[config.mk]
export PLATFORM = sky130hd
export DESIGN_NAME = vram_arbiter
export DESIGN_NICKNAME = d
export VERILOG_FILES = /design/src/rtl/vram_arbiter.sv
export SDC_FILE = /design/constraint.sdc
export NUM_CORES = 1
export LEC_CHECK = 0
export BUFFER_PORTS_ARGS = -buffer_cell sky130_fd_sc_hd__buf_2
export CORE_ASPECT_RATIO = 0.7
export CORE_MARGIN = 4
export CORE_UTILIZATION = 45
export DETAILED_ROUTE_END_ITERATION = 10
export PLACE_DENSITY = 0.9
export REMOVE_ABC_BUFFERS = 1
export SETUP_SLACK_MARGIN = 0.5
export SYNTH_ARGS = -nofsm -noshare
export SYNTH_HDL_FRONTEND = slang
export SYNTH_SLANG_ARGS = --single-unit
export TNS_END_PERCENT = 1
[constraint.sdc]
create_clock -name clk -period 2 [get_ports clk]
set_clock_uncertainty 0.2 [all_clocks]
set_input_delay 0.2 -clock clk [delete_from_list [all_inputs] [get_ports clk]]
set_output_delay 0.2 -clock clk [all_outputs]
set_load 0.01 [all_outputs]
[src/rtl/vram_arbiter.sv]
// VRAM arbiter: shares one single-port synchronous VRAM between the PPU fetch engine and the CPU.
// Optional macro VRAM_ARB_STATS_EN adds a saturating CPU stall-cycle counter (stat_cpu_stall, stat_clr).
module vram_arbiter #(
    parameter int ADDR_W     = 15,
    parameter int DATA_W     = 16,
    parameter int STARVE_MAX = 4
) (
    input  logic              clk,
    input  logic              reset_n,
    input  logic              ppu_active,
    input  logic              ppu_req,
    input  logic              ppu_we,
    input  logic [ADDR_W-1:0] ppu_addr,
    input  logic [DATA_W-1:0] ppu_wdata,
    output logic              ppu_gnt,
    output logic              ppu_rvalid,
    output logic [DATA_W-1:0] ppu_rdata,
    input  logic              cpu_req,
    input  logic              cpu_we,
    input  logic [ADDR_W-1:0] cpu_addr,
    input  logic [DATA_W-1:0] cpu_wdata,
    output logic              cpu_gnt,
    output logic              cpu_rvalid,
    output logic [DATA_W-1:0] cpu_rdata,
`ifdef VRAM_ARB_STATS_EN
    input  logic              stat_clr,
    output logic [15:0]       stat_cpu_stall,
`endif
    output logic              mem_en,
    output logic              mem_we,
    output logic [ADDR_W-1:0] mem_addr,
    output logic [DATA_W-1:0] mem_wdata,
    input  logic [DATA_W-1:0] mem_rdata
);

    localparam int SC_W = $clog2(STARVE_MAX + 1);

    logic [SC_W-1:0] starve_cnt;
    logic            starved;
    logic            cpu_win;
    logic            ppu_win;
    logic            accept;
    logic            sel_we;
    logic [ADDR_W-1:0] sel_addr;
    logic [DATA_W-1:0] sel_wdata;

    logic rd_v1, rd_cpu1;
    logic rd_v2, rd_cpu2;

    assign starved = (starve_cnt == SC_W'(STARVE_MAX));

    // CPU wins when alone, when starved, or during blanking; PPU takes everything else
    always_comb begin
        cpu_win = 1'b0;
        ppu_win = 1'b0;
        if (cpu_req && (!ppu_req || starved || !ppu_active)) begin
            cpu_win = 1'b1;
        end else if (ppu_req) begin
            ppu_win = 1'b1;
        end
    end

    // Grants are forced low while reset is held so no handshake can complete
    assign cpu_gnt = cpu_win & reset_n;
    assign ppu_gnt = ppu_win & reset_n;
    assign accept  = cpu_win | ppu_win;

    always_comb begin
        sel_we    = ppu_we;
        sel_addr  = ppu_addr;
        sel_wdata = ppu_wdata;
        if (cpu_win) begin
            sel_we    = cpu_we;
            sel_addr  = cpu_addr;
            sel_wdata = cpu_wdata;
        end
    end

    always_ff @(posedge clk or negedge reset_n) begin
        if (!reset_n) begin
            starve_cnt <= '0;
        end else if (cpu_req && !cpu_win) begin
            if (!starved) begin
                starve_cnt <= starve_cnt + SC_W'(1);
            end
        end else begin
            starve_cnt <= '0;
        end
    end

    // mem_addr/mem_wdata hold across idle cycles; only the strobes drop
    always_ff @(posedge clk or negedge reset_n) begin
        if (!reset_n) begin
            mem_en    <= 1'b0;
            mem_we    <= 1'b0;
            mem_addr  <= '0;
            mem_wdata <= '0;
        end else begin
            mem_en <= accept;
            mem_we <= accept & sel_we;
            if (accept) begin
                mem_addr  <= sel_addr;
                mem_wdata <= sel_wdata;
            end
        end
    end

    always_ff @(posedge clk or negedge reset_n) begin
        if (!reset_n) begin
            rd_v1   <= 1'b0;
            rd_cpu1 <= 1'b0;
            rd_v2   <= 1'b0;
            rd_cpu2 <= 1'b0;
        end else begin
            rd_v1   <= accept & ~sel_we;
            rd_cpu1 <= cpu_win;
            rd_v2   <= rd_v1;
            rd_cpu2 <= rd_cpu1;
        end
    end

    always_ff @(posedge clk or negedge reset_n) begin
        if (!reset_n) begin
            ppu_rvalid <= 1'b0;
            cpu_rvalid <= 1'b0;
            ppu_rdata  <= '0;
            cpu_rdata  <= '0;
        end else begin
            ppu_rvalid <= rd_v2 & ~rd_cpu2;
            cpu_rvalid <= rd_v2 & rd_cpu2;
            if (rd_v2 && !rd_cpu2) begin
                ppu_rdata <= mem_rdata;
            end
            if (rd_v2 && rd_cpu2) begin
                cpu_rdata <= mem_rdata;
            end
        end
    end

`ifdef VRAM_ARB_STATS_EN
    always_ff @(posedge clk or negedge reset_n) begin
        if (!reset_n) begin
            stat_cpu_stall <= '0;
        end else if (stat_clr) begin
            stat_cpu_stall <= '0;
        end else if (cpu_req && !cpu_win && (stat_cpu_stall != 16'hFFFF)) begin
            stat_cpu_stall <= stat_cpu_stall + 16'd1;
        end
    end
`endif

endmodule

# Word-level counts from Yosys, hierarchy flattened
# Cells that the tools add are included.
dict set report op_classes {
  n_eq_ne 2
  n_reduce_logical 10
  addsub 1
  muxes 8
  bitwise_logic 9
}
# cell n
set ops {}
lappend ops {{two-way mux 16 bit} 1}
lappend ops {{two-way mux 15 bit} 1}
lappend ops {{AND 1 bit} 6}
lappend ops {{two-way mux 3 bit} 2}
lappend ops {{logical AND 1 bit} 4}
lappend ops {{zero test 1 bit} 4}
lappend ops {{two-way mux 1 bit} 4}
lappend ops {{adder 3 x 1 -> 3 bit, second input constant} 1}
lappend ops {{equality test 3 bit, second input constant} 1}
lappend ops {{logical OR 1 bit} 2}
lappend ops {{!= test 2 bit, second input constant} 1}
lappend ops {{inverter 1 bit} 2}
lappend ops {{bitwise OR 1 bit} 1}
dict set report totals {
  wordCells 43
  out_inout_bits 69
  regBits 74
  inputBits 85
}

# Longest topological paths before layout
# Gate-level depths: netlist of the first run.
dict set report logic_depth {
  ltp_word 8
  mapped_depth 6
  ltp_nobuf 5
}

# Worst setup path after synthesis of the first run
# OpenSTA, ideal clock, no wires.
dict set report synth_timing {
  path_kind {register to output}
  startpoint {register starve_cnt[0]}
  endpoint {output port cpu_gnt}
  arrival_time_ns 1.361
  stages_incl_launch_ff 7
  n_path_buf 1
  t_required_ns 1.600
  slack_ns 0.239
  cell_sequence {dfrtp_1 -> inv_1 -> ha_1 -> nand2_1 -> a31oi_4 -> buf_2 -> and2_1}
}
dict set report synth_between {
  elab_chain_len 6
}
# item line
set synth_lines {}
lappend synth_lines {{start: declaration} 38} ;# logic [SC_W-1:0] starve_cnt;
lappend synth_lines {{start signal: assignment} 84} ;# starve_cnt <= starve_cnt + SC_W'(1);
lappend synth_lines {{equality test 3 bit} 50} ;# assign starved = (starve_cnt == SC_W'(STARVE_MAX));
lappend synth_lines {{logical OR 1 bit (2 in series)} 56} ;# if (cpu_req && (!ppu_req || starved || !ppu_active)) begin
lappend synth_lines {{logical AND 1 bit} 56}
lappend synth_lines {{two-way mux 1 bit} 56}
lappend synth_lines {{net cpu_win} 40} ;# logic cpu_win;
lappend synth_lines {{AND 1 bit} 64} ;# assign cpu_gnt = cpu_win & reset_n;
lappend synth_lines {{end: declaration} 22} ;# output logic cpu_gnt,
# The timed path passes the listed nets, and every way through them passes these cells.

# Final worst setup path of the first run
dict set report layout_timing {
  startpoint {register starve_cnt[1]}
  endpoint {output port cpu_gnt}
}
dict set report layout_between {
  elab_chain_len 6
}
# item line
set layout_lines {}
lappend layout_lines {{equality test 3 bit} 50}
lappend layout_lines {{logical OR 1 bit (2 in series)} 56}
lappend layout_lines {{logical AND 1 bit} 56}
lappend layout_lines {{two-way mux 1 bit} 56}
lappend layout_lines {{AND 1 bit} 64}
# Every way passes these cells.

==> flow_summary.toml, run 1 <==
[status]
outcome = "completed"

[worst_setup_path]
endpoint = "cpu_gnt"
critPathLaunchType = "register"
r2r_slack_ns = 0.05
worstReg2RegEnd = "mem_addr[13]$_DFFE_PN0P_"
critPathMaxFanout = 4
worstPathRequired_ns = 1.60
worstRegToRegCells = 7
reg2reg_from = "starve_cnt[1]$_DFFE_PN0P_"
critPathLaunch = "starve_cnt[1]$_DFFE_PN0P_"
arrival_ns = 1.58
critPathCaptureType = "primary output"
criticalPathCategory = "register to primary output"

[timing]
setup_ws_ns = 0.0201
fin_setup_tns_ns = 0
setup_viol = 0
rsz0062_at_grt = "true"
slew_headroom_pct = 74.3
worstMarginPinSlew_ns = 0.386
slew_violations = 0
fin_crit_ns = 1.98
hold_viol = 0
fmax_ghz = 0.505
timing.final.crit_share_pct = 99.0

[drt]
ant_nets = 0
routed_wl_microns = 9910
via_count = 2844
dr.first_iter.drc_count = 148
vias_per_cell = 5.25
drc = 0
avgRoutedWirePerCell_microns = 18.3
drt-pass1-iter-count = 5

[layout]
drive_gt1_share_pct = 46.7
register_area_sq_um = 1850
multi_input_area_sq_um = 1030
nets = 545
area_growth_pct = 67.6
fillers = 384

[cts]
cts_sinks = 74
clockRootBuffer = "clkbuf_8"
cts_htree_levels = 3
clock_latency_ns = 0.34
path_clk_slew_ns = 0.07
cts_max_path_buffers = 2
cts_buffers = 9
cts_tree = "built"

[power]
seq_power_share_pct = 46.5
p_leak_nw = 2.44
p_int_mw = 2.87
p_sw_share_pct = 27.6
p_switching_mw = 1.09
power.density_nw_per_um2 = 800
pwr-share-comb_pct = 24.5
p_clk_share_pct = 29.0
ir_worst_vdd_v = 0.000401

[synth]
synth_cell_types = 20
synth_area_sq_um = 2950
synthCells = 208
yosysWarnings = 0
synth_edf_count = 0
synth-main-ff-cell = "dfrtp_1"
synth.avg_cell_area_sq_um = 14.2
seq_area_frac_synth_pct = 62.7
ys_ff_latch = 74
async_reset_ff_share_pct = 100

[die]
die_h_microns = 75.8
die_width_microns = 105
die-area_sq_um = 7950
row_count = 24
start_util_pct = 46.8
ioPinCount = 154
coreArea_sq_um = 6310

[grt]
grt_max_degree = 75
grtUsageMet1_pct = 28.1
use_met3_pct = 6.60
grt_pass1_vias = 3130
gr-usage-all-layers_pct = 25.5
grt_pass1_wl_microns = 15600
busiest_layer = "met2"
grt_util_met2_pct = 47.0
antenna_found_initial = 0
grt-ovfl-total = 0

[hold_path]
min_path_type = "input port to register"

[place]
pre_cts_slack_ns = 0.162
gp_congestion = 0.785
hpwlAfterDp_microns = 5600
io_buffers = 153

[job]
cap_violations = 0
[final cells by class]
class / instances / area share (%)
diodes: 1 / 0.0505
clock buffers: 12 / 2.93
clock inverters: 4 / 1.04
inverters: 6 / 0.455
multi-input cells: 116 / 20.8
flip-flops and latches: 74 / 37.4
well taps: 78 / 1.97
repair buffers: 251 / 35.3
[cell families after synthesis]
kind of cell | synth area share [%]
mux | 12.9
compound gates | 12.0
flops | 62.7
fa+ha+maj | 0.847
simple gates | 8.81
buf+inv | 2.71
[through the flow]
step	instance area, sq um	hold WS [ns]	total power, mW	cells	utilization, %
after floorplan	2900	-0.296	2.23	196	-
after global placement	3840	0.0835	2.64	436	61.0
after detailed placement	3840	0.0950	2.68	436	61.0
after CTS	4910	0.0152	3.95	539	77.9
after global routing	4950	0.0310	4.15	541	78.5
final	4950	0.0303	3.96	542	78.5
[how the worst min path moves through the flow]
stage | startpoint | to | slack, ns | depth (start not counted)
final | cpu_req | starve_cnt[1]$_DFFE_PN0P_ | 0.03 | 3
after global routing | cpu_req | starve_cnt[1]$_DFFE_PN0P_ | 0.03 | 3
after CTS | cpu_req | starve_cnt[2]$_DFFE_PN0P_ | 0.02 | 3
after detailed placement | reset_n | mem_wdata[13]$_DFFE_PN0P_ | 0.09 | 2
after global placement | reset_n | mem_addr[10]$_DFFE_PN0P_ | 0.08 | 2
after floorplan | reset_n | cpu_rdata[0]$_DFFE_PN0P_ | -0.30 | 0
[power by group through the flow]
stage / sequential (mW) / clock (mW) / combinational, mW
after floorplan: 1.96 / 0 / 0.268
after global placement: 1.85 / 0 / 0.785
after detailed placement: 1.86 / 0 / 0.814
after CTS: 1.84 / 1.17 / 0.948
after global routing: 1.87 / 1.23 / 1.05
final: 1.84 / 1.15 / 0.970
[layer usage]
metal / part of all wire (%) / routed length [microns]
met1: 38 / 3760
met2: 52 / 5110
met4: 3.5 / 351
met5: 0 / 0
met3: 7.1 / 699
[synth_stat cells (all sizes together) (2+ instances only)]
| cell type | instances | area [sq um] |
|---|---|---|
| mux2 | 33 | 372 |
| inv | 6 | 22.5 |
| clkbuf | 2 | 7.51 |
| and2 | 32 | 200 |
| buf | 10 | 50.1 |
| a221o | 31 | 310 |
| nor2 | 6 | 22.5 |
| nor3b | 2 | 15.0 |
| dfrtp | 74 | 1850 |
| ha | 2 | 25.0 |
| nand2 | 3 | 11.3 |
[placed cells by master (no fill, tap or decap), types with 4 or more instances in the layout]
master	n
nor2_1	5
clkbuf_8	10
inv_1	5
and2_1	31
mux2_2	26
a221o_1	31
mux2_1	7
buf_4	13
dlygate4sd3_1	81
buf_2	151
dfrtp_1	74
buf_6	4
[critical path, cell delays in order, from the launching register on]
cell and delay (ns):
dfrtp_1 0.40, inv_1 0.08, ha_2 0.19, nand2_2 0.08, a31oi_4 0.23, and2_4 0.18
buf_6 0.10
[registers in the layout, summed over array words and instances (netlist names)]
register / cells
cpu_rdata: 16
mem_wdata: 16
cpu_rvalid: 1
mem_addr: 15
mem_we: 1
ppu_rdata: 16
rd_cpu1: 1
ppu_rvalid: 1
rd_v2: 1
rd_cpu2: 1
rd_v1: 1
mem_en: 1
starve_cnt: 3
[timing repair]
item,4_1_cts,5_1_grt
cloned,0,0
endpoints found under the setup margin,36,36
hold buffers,81,0
hold endpoints to repair,138,0
pin swaps,3,20
buffers inserted,6,2
gates resized for setup,4,6
No activity file was read; power rests on OpenSTA's default activity.
==> run 2: changes to the inputs <==
--- a/config.mk
+++ b/config.mk
@@ -5,10 +5,11 @@
 export SDC_FILE = /design/constraint.sdc
 export NUM_CORES = 1
 export LEC_CHECK = 0
+export ABC_AREA = 1
 export BUFFER_PORTS_ARGS = -buffer_cell sky130_fd_sc_hd__buf_2
 export CORE_ASPECT_RATIO = 0.7
 export CORE_MARGIN = 4
-export CORE_UTILIZATION = 45
+export CORE_UTILIZATION = 47
 export DETAILED_ROUTE_END_ITERATION = 10
 export PLACE_DENSITY = 0.9
 export REMOVE_ABC_BUFFERS = 1
==> run 2 against run 1 <==
Compared with the run above:
- critical path depth grew 2
- count of clock-buffer cells in the layout fell by 2
- clock power hardly changed
- cell area is 5.2% higher
- worst setup slack improved by 0.21 ns
- hold slack lost 0.00052 ns
- first-iteration DRC count grew to 2.6 times the previous value
- global-route usage is 1.8 points higher
- die area grew 7.7%
- critical path type unchanged
- largest cell class unchanged
==> flow_summary.toml, run 2 <==
[place]
pre_cts_slack_ns = 0.279
dpl_cell_area_sq_um = 4140
gp_congestion = 0.803
io_buffers = 153
hpwlAfterDp_microns = 6170

[synth]
async_reset_ff_share_pct = 100
yosys-top-cells-count = "nand2_1, dfrtp_1, nand3_1, inv_1, nor2_1"
ys_ff_latch = 74
synth_edf_count = 0
seq_area_frac_synth_pct = 55.3
yosysMostFrequentCell = "nand2_1"
synth_top_area_share_pct = 55.3
ys_top_cells_by_area = "dfrtp_1, nand2_1, nand3_1"
yosysWarnings = 0
yosysTopAreaCell = "dfrtp_1"
synth_area_sq_um = 3350
synthCells = 399
synth.avg_cell_area_sq_um = 8.39
synth_cell_types = 19
synth-main-ff-cell = "dfrtp_1"

[timing]
fmax_ghz = 0.564
fin_crit_ns = 1.77
timing.final.crit_share_pct = 88.7
fin_setup_tns_ns = 0
worstMarginPinSlew_ns = 0.404
setup_viol = 0
slew_headroom_pct = 73.0
hold_ws_ns = 0.0297
hold_viol = 0
slew_violations = 0
rsz0062_at_grt = "true"
setup_ws_ns = 0.226

[layout]
multi_input_area_sq_um = 1120
final_cell_mix = "buf_2, nand2_1, dlygate4sd3_1, dfrtp_1, nand3_1"
drive_gt1_share_pct = 30.0
fin_area_sq_um = 5210
area_growth_pct = 55.6
layout_commonest_cell = "buf_2"
fillers = 431
register_area_sq_um = 1850
nets = 722
top_regs = "cpu_rdata (16), mem_wdata (16), ppu_rdata (16)"

[power]
p_clk_share_pct = 28.7
p_total_mw = 3.94
ir_worst_vdd_v = 0.000476
p_sw_share_pct = 30.6
p_leak_nw = 2.85
p_switching_mw = 1.20
pwr-share-comb_pct = 24.8
p_int_mw = 2.73
seq_power_share_pct = 46.5
power.density_nw_per_um2 = 756

[worst_setup_path]
path_cells = "inv_1 -> ha_2 -> nand2_2 -> nand2_4 -> nand2_8 -> inv_4 -> nor2_1 -> buf_2"
cp_slowest_cell = "dfrtp_1"
critPathLaunchType = "register"
criticalPathCategory = "register to primary output"
critPathCaptureType = "primary output"
slowest_delay_ns = 0.38
worstPathRequired_ns = 1.60
cp_top_family = "flip-flops"
crit_buf_inv = 3
arrival_ns = 1.37
critPathMaxFanout = 4

[grt]
grt_max_degree = 72
grt_pass1_vias = 3774
antenna_found_initial = 1
grt_pass1_wl_microns = 18100
gr-usage-all-layers_pct = 27.3
grt-ovfl-total = 0

[die]
die_h_microns = 78.6
row_count = 25
coreArea_sq_um = 6820
die-area_sq_um = 8550
die_width_microns = 109
ioPinCount = 154
start_util_pct = 49.1

[drt]
via_count = 3736
avgRoutedWirePerCell_microns = 15.6
dr.first_iter.drc_count = 385
drc = 0
ant_nets = 0
routed_wl_microns = 11500
drt-pass1-iter-count = 6
vias_per_cell = 5.08

[cts]
cts_buffers = 9
clock_latency_ns = 0.32
cts_tree = "built"
clockRootBuffer = "clkbuf_8"
cts_htree_levels = 3
path_clk_slew_ns = 0.08
cts_sinks = 74
cts_max_path_buffers = 2

[status]
outcome = "completed"

[job]
cap_violations = 0

[hold_path]
min_path_type = "input port to register"
[run 2: cell type report]
| type | count | area share [%] |
|---|---|---|
| well taps | 94 | 2.26 |
| inverters | 59 | 4.30 |
| repair buffers | 247 | 32.6 |
| clock inverters | 6 | 1.27 |
| diodes | 1 | 0.0481 |
| clock buffers | 10 | 2.45 |
| multi-input cells | 244 | 21.5 |
| flip-flops and latches | 74 | 35.6 |
[run 2: what timing repair did]
| item | in CTS | in global routing |
|---|---|---|
| gates resized for setup | 4 | 0 |
| cloned | 1 | 0 |
| buffers inserted | 6 | 1 |
| endpoints found under the hold margin | 139 | 0 |
| endpoints found under the setup margin | 38 | 38 |
| hold buffers | 80 | 0 |
| pin swaps | 2 | 0 |
[run 2: kinds of logic after synthesis]
group                    after synthesis  synth area share, %
AO/OA/AOI/OAI                         32                 4.79
XOR/XNOR                               1                0.262
adder cells (fa/ha/maj)                2                0.748
buffers and inverters                 82                 11.7
flip-flops                            74                 55.3
AND/OR/NAND/NOR                      208                 27.2
[run 2: per-layer routing]
layer  global-route usage [%]  vias to the layer above  routed length (microns)  part of all wire (%)
met5                        0                        -                        0                     0
met4                     12.6                        0                      413                   3.6
met3                     9.45                       52                     1450                    13
met2                     43.8                      299                     5160                    45
met1                     32.9                     1685                     4440                    39
li1                         -                     1700                        -                     -
[run 2: path summary, 6_finish.rpt]
check	start	end	slack, ns	cells past startpoint
min in group asynchronous	reset_n	mem_wdata[3]$_DFFE_PN0P_	0.12	2
max in group asynchronous	reset_n	starve_cnt[0]$_DFFE_PN0P_	0.84	3
setup reg to reg	starve_cnt[1]$_DFFE_PN0P_	mem_addr[7]$_DFFE_PN0P_	0.29	7
hold / removal	ppu_addr[2]	mem_addr[2]$_DFFE_PN0P_	0.03	5
setup / recovery	starve_cnt[1]$_DFFE_PN0P_	ppu_gnt	0.23	8
hold reg to reg	rd_cpu1$_DFF_PN0_	rd_cpu2$_DFF_PN0_	0.16	0
[run 2: power by group through the flow]
stage,Clock [mW],Combinational (mW),Sequential (mW)
2_1_floorplan,0,0.264,1.94
3_3_place_gp,0,0.780,1.84
3_5_place_dp,0,0.812,1.85
4_1_cts,1.16,0.946,1.82
5_1_grt,1.22,1.07,1.85
6_report,1.13,0.976,1.83
[run 2: per-stage QoR]
stage | utilization [%] | instances
after floorplan | - | 376
after global placement | 60.7 | 630
after detailed placement | 60.7 | 630
after CTS | 76.2 | 733
after global routing | 76.4 | 735
final | 76.4 | 735
[run 2: worst register-to-register path: stages (launching register included)]
cell	delay [ns]
dfrtp_1	0.38
inv_1	0.07
ha_2	0.17
nand2_2	0.06
nand2_4	0.09
buf_4	0.37
nand3_1	0.18
nand3_1	0.13
==> run 3: changes to the inputs <==
--- a/config.mk
+++ b/config.mk
@@ -13,7 +13,6 @@
 export DETAILED_ROUTE_END_ITERATION = 10
 export PLACE_DENSITY = 0.9
 export REMOVE_ABC_BUFFERS = 1
-export SETUP_SLACK_MARGIN = 0.5
 export SYNTH_ARGS = -nofsm -noshare
 export SYNTH_HDL_FRONTEND = slang
 export SYNTH_SLANG_ARGS = --single-unit
==> run 3 against run 2 <==
Compared with the run above:
- total power fell by 0.20%
- worst setup slack worse by 0.11 ns
- critical path type unchanged
- clock power barely moved
- non-clock buffer count decreased by 5
- wire length down 1.2%
- sequential power about the same
- first-iteration DRC count shrank 10%
- via count fell by 0.96%
- count of clock-buffer cells in the layout unchanged
- register-to-register slack worse by 0.07 ns
- cell area decreased by 0.86%
==> flow_summary.toml, run 3 (synthesis results as in run 2) <==
[status]
outcome = "completed"

[drt]
drc = 0
ant_nets = 0
dr.max_layer_used = "met4"
wl_met3_microns = 1470
routed_wl_microns = 11300
wl_met2_microns = 5040
via_count = 3700
m1WireLength_microns = 4400
dr.first_iter.drc_count = 345
vias_per_cell = 5.07
drt-pass1-iter-count = 8
avgRoutedWirePerCell_microns = 15.5

[place]
hpwlAfterDp_microns = 6170
dpl_cell_area_sq_um = 4140
placed_cells_incl_taps = 630
io_buffers = 153
gp_congestion = 0.803

[worst_setup_path]
critPathMaxFanout = 4
cp_slowest_cell = "dfrtp_1"
critPathCaptureType = "primary output"
arrival_ns = 1.48
criticalPathCategory = "register to primary output"
slowest_delay_ns = 0.38
r2r_slack_ns = 0.22
path_common_cell = "inv_1"
reg2reg_from = "starve_cnt[0]$_DFFE_PN0P_"
path_cells = "inv_1 -> ha_1 -> nand2_1 -> nand2_4 -> nand2_8 -> inv_1 -> nor2_1 -> buf_2"
worstPathRequired_ns = 1.60
worstRegToRegCells = 7
worstReg2RegEnd = "mem_addr[7]$_DFFE_PN0P_"
critPathLaunchType = "register"

[job]
cap_violations = 0

[cts]
ctsResizeCount = 0
path_clk_slew_ns = 0.08
cts_tree = "built"
cts_sinks = 74
clock_latency_ns = 0.32
cts_max_path_buffers = 2
clockRootBuffer = "clkbuf_8"
cts_htree_levels = 3
cts_buffers = 9

[die]
die_width_microns = 109
ioPinCount = 154
die_h_microns = 78.6
coreArea_sq_um = 6820
start_util_pct = 49.1
die-area_sq_um = 8550
row_count = 25

[hold_path]
min_from = "ppu_addr[2]"
whs_path_depth = 5
min_to = "mem_addr[2]$_DFFE_PN0P_"
min_path_type = "input port to register"

[power]
p_sw_share_pct = 30.6
p_switching_mw = 1.20
p_total_mw = 3.93
seq_power_share_pct = 46.6
p_clk_share_pct = 28.8
p_leak_nw = 2.83
pwr-share-comb_pct = 24.6
p_int_mw = 2.73
ir_worst_vdd_v = 0.000477
power.density_nw_per_um2 = 761

[grt]
grt_pass1_wl_microns = 17900
grt-ovfl-total = 0
gr-usage-all-layers_pct = 26.9
grt_pass1_vias = 3739
grt_max_degree = 72
antenna_found_initial = 1

[layout]
drive_gt1_share_pct = 29.0
layout_commonest_cell = "buf_2"
final_cells = 730
nets = 717
fin_area_sq_um = 5160
final_cell_mix = "buf_2, nand2_1, dlygate4sd3_1, dfrtp_1, nand3_1"
area_growth_pct = 54.3
top_regs = "cpu_rdata (16), mem_wdata (16), ppu_rdata (16)"

[timing]
rsz0062_at_grt = "false"
hold_viol = 0
fin_crit_ns = 1.88
timing.final.crit_share_pct = 94.1
worstMarginPinSlew_ns = 0.401
setup_viol = 0
slew_headroom_pct = 73.3
slew_violations = 0
hold_ws_ns = 0.0293
fin_setup_tns_ns = 0
fmax_ghz = 0.531
[run 3: final cells by class]
type,count,area [sq um]
Sequential cell,74,1850
Timing Repair Buffer,242,1660
Fill cell,436,1660
Multi-Input combinational cell,244,1110
Inverter,59,221
Clock buffer,10,128
Tap cell,94,118
Clock inverter,6,66.3
Antenna cell,1,2.50
[run 3: how the worst max path moves through the flow]
stage | endpoint | slack [ns] | from
global placement | mem_we$_DFF_PN0_ | 0.33 | starve_cnt[0]$_DFFE_PN0P_
detailed placement | rd_v1$_DFF_PN0_ | 0.28 | starve_cnt[0]$_DFFE_PN0P_
global route | ppu_gnt | 0.006 | starve_cnt[0]$_DFFE_PN0P_
floorplan | ppu_gnt | 0.30 | starve_cnt[0]$_DFFE_PN0P_
CTS | ppu_gnt | 0.09 | starve_cnt[0]$_DFFE_PN0P_
finish | ppu_gnt | 0.12 | starve_cnt[0]$_DFFE_PN0P_
[run 3: power groups by stage]
stage / clock network, mW / registers [mW] / logic (mW)
after global routing: 1.22 / 1.85 / 1.06
after CTS: 1.16 / 1.82 / 0.938
after detailed placement: 0 / 1.85 / 0.812
after global placement: 0 / 1.84 / 0.780
final: 1.13 / 1.83 / 0.967
after floorplan: 0 / 1.94 / 0.264
[run 3: worst max-delay path, delay by kind of cell (launching register included)]
family	cells	cell delay, ns
buffers and inverters	3	0.25
adder cells (fa/ha/maj)	1	0.19
flip-flops	1	0.38
AND/OR/NAND/NOR	4	0.35
[run 3: repair_timing]
item | in CTS | in global routing
endpoints found under the setup margin | 1 | 0
hold buffers | 80 | 0
hold endpoints to repair | 139 | 0
buffers inserted | 2 | 0
[run 3: per-layer routing]
| metal | global-route usage [%] | up-vias |
|---|---|---|
| li1 | - | 1694 |
| met1 | 32.8 | 1652 |
| met2 | 43.0 | 300 |
| met3 | 9.37 | 54 |
| met4 | 12.2 | 0 |
| met5 | 0 | - |
[run 3: per-stage QoR]
stage	worst slack, ns	utilization [%]
6_report	0.117	75.7
5_1_grt	0.00573	75.7
4_1_cts	0.0898	75.7
3_3_place_gp	0.325	60.7
2_1_floorplan	0.296	-
3_5_place_dp	0.279	60.7
